File: config.mk
export PLATFORM = sky130hd
export DESIGN_NAME = sync_decade_down_counter
export DESIGN_NICKNAME = d
export VERILOG_FILES = /design/src/rtl/sync_decade_down_counter_pkg.sv /design/src/rtl/sync_decade_down_counter_digit.sv /design/src/rtl/sync_decade_down_counter.sv
export SDC_FILE = /design/constraint.sdc
export NUM_CORES = 1
export LEC_CHECK = 0
export ABC_AREA = 1
export CAP_MARGIN = 20
export CORE_ASPECT_RATIO = 0.7
export CORE_MARGIN = 5
export CORE_UTILIZATION = 25
export CTS_CLUSTER_SIZE = 16
export DETAILED_ROUTE_END_ITERATION = 8
export PLACE_DENSITY = 0.58
export SYNTH_ARGS = -nofsm -noshare
export SYNTH_HDL_FRONTEND = slang
export SYNTH_SLANG_ARGS = --single-unit
File: constraint.sdc
create_clock -name clk -period 1 [get_ports clk]
set_input_delay 0.3 -clock clk [delete_from_list [all_inputs] [get_ports clk]]
set_output_delay 0.3 -clock clk [all_outputs]
set_load 0.1 [all_outputs]
File: src/rtl/sync_decade_down_counter_pkg.sv
// rtl/sync_decade_down_counter_pkg.sv - shared BCD digit types, constants and clamp helper
package sync_decade_down_counter_pkg;

  localparam int BCD_W = 4;
  localparam logic [BCD_W-1:0] BCD_MAX = 4'd9;

  typedef logic [BCD_W-1:0] bcd_digit_t;

  function automatic bcd_digit_t bcd_sat(input bcd_digit_t d);
    return (d > BCD_MAX) ? BCD_MAX : d;
  endfunction

endpackage

File: src/rtl/sync_decade_down_counter_digit.sv
// rtl/sync_decade_down_counter_digit.sv - one decade digit with decrement, wrap/reload and borrow-out
module bcd_down_digit
  import sync_decade_down_counter_pkg::*;
(
  input  logic             clk,
  input  logic             res,
  input  logic             load,
  input  logic [BCD_W-1:0] din,
  input  logic [BCD_W-1:0] rld,
  input  logic             use_rld,
  input  logic             bin,
  output logic [BCD_W-1:0] q,
  output logic             bout
);

  bcd_digit_t q_r;

  assign q = q_r;

  // A zero digit that is asked to borrow passes the borrow upward.
  always_comb begin
    bout = bin && (q_r == '0);
  end

  always_ff @(posedge clk) begin
    if (res) begin
      q_r <= '0;
    end else if (load) begin
      q_r <= bcd_sat(din);
    end else if (bin) begin
      // use_rld is only raised when every digit is zero, so all digits reload together.
      if (use_rld) begin
        q_r <= rld;
      end else if (q_r == '0) begin
        q_r <= BCD_MAX;
      end else begin
        q_r <= q_r - 4'd1;
      end
    end
  end

endmodule

File: src/rtl/sync_decade_down_counter.sv
// rtl/sync_decade_down_counter.sv - synchronous multi-digit BCD down counter with zero detect and underflow strobe
module sync_decade_down_counter
  import sync_decade_down_counter_pkg::*;
#(
  parameter int DIGITS = 2,
  parameter bit RELOAD = 1'b0
) (
  input  logic                  clk,
  input  logic                  res,
  input  logic                  load,
  input  logic [4*DIGITS-1:0]   din,
  input  logic                  en,
  output logic [4*DIGITS-1:0]   q,
  output logic                  zero,
  output logic                  tc
);

  logic [4*DIGITS-1:0] rld;
  logic [DIGITS:0]     borrow;
  logic                use_rld;

  assign borrow[0] = en;
  assign zero      = (q == '0);
  assign use_rld   = (RELOAD != 1'b0) && zero;

  for (genvar k = 0; k < DIGITS; k++) begin : g_digit
    bcd_down_digit u_digit (
      .clk     (clk),
      .res     (res),
      .load    (load),
      .din     (din[BCD_W*k +: BCD_W]),
      .rld     (rld[BCD_W*k +: BCD_W]),
      .use_rld (use_rld),
      .bin     (borrow[k]),
      .q       (q[BCD_W*k +: BCD_W]),
      .bout    (borrow[k+1])
    );
  end

  always_ff @(posedge clk) begin
    if (res) begin
      rld <= '0;
    end else if (load) begin
      for (int k = 0; k < DIGITS; k++) begin
        rld[BCD_W*k +: BCD_W] <= bcd_sat(din[BCD_W*k +: BCD_W]);
      end
    end
  end

  // Borrow out of the top digit is exactly "enabled while all zero", i.e. underflow.
  always_ff @(posedge clk) begin
    if (res) begin
      tc <= 1'b0;
    end else begin
      tc <= !load && borrow[DIGITS];
    end
  end

endmodule

## Word-level counts from Yosys, hierarchy flattened

Cells that the tools add are included.

| word-level totals | value |
|---|---|
| flip-flop bits (word level) | 9 |
| ROM bits | 0 |
| RAM bits | 0 |
| output and inout bits | 10 |
| latch bits | 0 |
| memories kept | 0 |
| input bits | 12 |

| cells by class | value |
|---|---|
| reductions and logical operators | 9 |
| mux-type cells | 8 |
| $add $sub $neg | 2 |
| multiply operators | 0 |
| shifts and indexed selects | 0 |
| divide/modulo/power cells | 0 |
| bitwise gates (word level) | 0 |
| order comparisons | 2 |
| equality and inequality tests | 0 |

Operators by type and width:

| cell | number |
|---|---|
| 4-bit two-way mux | 8 |
| 4-bit greater-than comparator, second input constant | 2 |
| 4-bit zero test | 2 |
| 8-bit zero test | 1 |
| 4-bit by 1-bit subtractor with 4-bit output, second input constant | 2 |
| 2-bit nonzero test | 2 |
| 1-bit logical AND | 3 |
| 1-bit zero test | 1 |

## Depth between registers and ports, before layout

| logic depth | value |
|---|---|
| word-level depth | 4 |
| mapped depth | 7 |
| mapped depth without buffers | 7 |

## Cells and area by module

Synthesis repeated with hierarchy kept, for this count alone.

| unflattened totals | value |
|---|---|
| cell total of the unflattened synthesis | 149 |
| area, all modules | 997.2 um2 |

By module, submodules not included:

| module | area each (um2) | times used | cells each |
|---|---|---|---|
| bcd_down_digit | 310.3 | 2 | 49 |
| sync_decade_down_counter | 376.6 | 1 | 51 |

## Worst setup path after synthesis

Ideal clock, no wire load.

| timing path | value |
|---|---|
| kind | register -> output |
| from | reg g_digit[1].u_digit.q_r[1] |
| to | out zero |
| stages on the path, launching flop included | 4 |
| arrival time | 2355 ps |
| path buffers | 0 |
| setup slack | -1655 ps |
| data required time | 700 ps |
| path through | dfxtp_1 nor2_4 nand3_1 nor2_1 |

| on the way | value |
|---|---|
| cells in the longest elaborated chain, start to end | 1 |

Ends and longest elaborated chain:

| item | line | source |
|---|---|---|
| start: declaration | sync_decade_down_counter_digit.sv:16 | `bcd_digit_t q_r;` |
| start signal: assignment | sync_decade_down_counter_digit.sv:29 | `q_r <= bcd_sat(din);` |
| start signal: assignment | sync_decade_down_counter_digit.sv:33 | `q_r <= rld;` |
| start signal: assignment | sync_decade_down_counter_digit.sv:37 | `q_r <= q_r - 4'd1;` |
| 8-bit zero test | sync_decade_down_counter.sv:23 | `assign zero = (q == '0);` |
| end: declaration | sync_decade_down_counter.sv:14 | `output logic zero,` |

No other way between the ends.

## Worst setup path in the final report

Ends and elaborated chain as after synthesis.

==> results.json <==
{
  "status": "finished, violations left",
  "violations": "setup timing",
  "path_buf_inv": 1,
  "postCtsHoldBufs": 0,
  "dp.cells": 162,
  "cp_slowest_cell": "dfxtp_4",
  "post_synth_instance_area_um2": 571,
  "end_kind": "output pin",
  "vdd_drop_max_mv": 0.684,
  "via_count": 762,
  "place_area_um2": 1120,
  "die_width_um": 67.1,
  "dp_slack_ps": -468,
  "hold_viol_final": 0,
  "synth_area_leaders": "dfxtp_1, nand2_1, nand3_1, o21ai_0, nor2_4",
  "grt_start_max_net_pins": 8,
  "worst_slack_ps": -478,
  "synth_top_cell_by_area": "dfxtp_1",
  "avgRoutedWirePerCell_um": 11.7,
  "tns_ps": -3200,
  "cts_buffers": 3,
  "synth-main-ff-cell": "dfxtp_1",
  "finalWirelength_um": 2020,
  "io_pins": 22,
  "synth_edf_count": 0,
  "drtAntennaViolNets": 0,
  "track_usage_pct": 12.5,
  "vias_per_cell": 4.40,
  "die_h_um": 50.0,
  "dieArea_um2": 3350,
  "worst-path-stages": 4,
  "whs_ps": 497,
  "arrival_ps": 1180,
  "clockBufferDepth": 2,
  "min_period_ps": 1480,
  "initial_core_util_pct": 26.3,
  "post-route-drc-count": 0,
  "clk_root_buffer_cell": "clkbuf_4",
  "crit_family": "simple AND/OR/NAND/NOR gates",
  "hold_depth": 6,
  "nFillCells": 219,
  "critPathMostFrequentCell": "nor2_4",
  "reg2reg_depth": 8,
  "timing.final.crit_share_pct": 148,
  "cts.sinks": 9,
  "antenna_cells": 0,
  "final_cell_mix": "nand2_1, buf_4, nand3_1, buf_12, buf_6",
  "powerDensity_nw_per_um2": 1370,
  "grt_pass1_vias": 692,
  "async_reset_ff_share_pct": 0,
  "cts_tree": "yes",
  "tightest_slew_ps": 218,
  "finalInstanceArea_um2": 1270,
  "port_buffers": 21,
  "clkLatencyLatePin_ps": 270,
  "hpwl_um": 1510,
  "layout.area.seq_um2": 211,
  "grt_pass1_wl_um": 3130,
  "crit_path_max_incr_delay_ps": 350,
  "area.growth.synth_to_final_pct": 123,
  "avgSynthCellArea_um2": 6.34,
  "cts_htree_levels": 1,
  "total_power_mw": 1.74,
  "slew_violations": 0,
  "synth_seq_cells": 9,
  "rows": 14,
  "coreArea_um2": 2170,
  "layout_commonest_cell": "nand2_1",
  "start_kind": "flip-flop",
  "gp_congestion": 0.919,
  "rsz0062_at_grt": "true",
  "grt_antenna_before_repair": 0,
  "hold_path_class": "in -> reg",
  "required_ps": 700,
  "max_slew_margin_pct": 85.4,
  "utilization_pct": 58.6,
  "syn_inst": 90,
  "synth_warnings": 0,
  "drt_iter0_drc": 16,
  "multi_input_area_um2": 417,
  "syn_nets": 102,
  "critPathKind": "reg -> out",
  "crit_fanout": 2,
  "crit_chain": "nor2_4 > nand3_4 > nor2_4 > buf_12",
  "clk_pin_slew_ps": 70,
  "dr.pass1.iters": 4,
  "clock_skew_ps": 0.783,
  "fmaxAchievable_mhz": 677,
  "fin_nets": 154,
  "synth_top_area_share_pct": 31.6,
  "overflow": 0,
  "setup_viol": 17,
  "drv_cap": 0,
  "power_leakage_nw": 0.574,
  "yosysSeqAreaShare_pct": 31.6,
  "drive_gt1_share_pct": 51.1,
  "ys_types": 16,
  "instances_no_fill": 173
}
==> cell type report <==
type | instances | area share, %
timing repair buffer | 47 | 42.0
multi-input combinational | 71 | 32.7
sequential | 9 | 16.6
tap | 32 | 3.14
inverter | 9 | 2.85
clock buffer | 4 | 2.06
timing repair inverter | 1 | 0.589
==> repair_timing <==
item / 4_1_cts / 5_1_grt
setup buffers: 1 / 6
cloned: 1 / 0
endpoints found under the setup margin: 19 / 19
gates resized for setup: 13 / 16
pin swaps: 5 / 7
==> worst min-delay path: cells and delay by family <==
kind	cells	cell delay, ps
AOI/OAI and AO/OA	1	50
buffers and inverters	2	220
and+or+nand+nor	3	150
==> path summary, 6_finish.rpt <==
kind	endpoint	slack, ps	from
max reg2reg	g_digit[1].u_digit.q[2]	-190	g_digit[0].u_digit.q[1]
min	g_digit[0].u_digit.q[2]	500	din[3]
min reg2reg	g_digit[1].u_digit.q[2]	620	g_digit[1].u_digit.q[2]
max	zero	-480	g_digit[1].u_digit.q[1]
==> power breakdown <==
group / internal [mW] / total, mW / switching, mW
Clock: 0.155 / 0.309 / 0.155
Sequential: 0.394 / 0.427 / 0.0336
Combinational: 0.432 / 1.00 / 0.571
Total: 0.980 / 1.74 / 0.759
==> Yosys cell counts (2+ instances only) <==
library cell / count
dfxtp_1: 9
nand2_2: 2
nor2_4: 3
nand2_1: 27
a21oi_1: 6
nor2_1: 8
nand3_1: 12
o21ai_0: 8
inv_1: 8
==> logic make-up after synthesis <==
family	Yosys count	share of synthesized area, %
XOR/XNOR	1	1.54
AO/OA/AOI/OAI	15	13.6
buffers and inverters	10	7.89
AND/OR/NAND/NOR	55	45.4
flip-flops	9	31.6
==> metal layers <==
metal | part of all wire, % | vias to the layer above | global-route usage (%)
li1 | - | 398 | -
met2 | 47 | 26 | 18.1
met3 | 6.9 | 4 | 3.64
met1 | 44 | 334 | 17.2
met4 | 1.5 | 0 | 5.05
met5 | 0 | - | 0
==> flip-flops by register name, summed over array words and instances (netlist names) <==
name / cells
tc: 1
g_digit.u_digit.q: 8
Note: power is estimated with default switching activity, not from simulation.
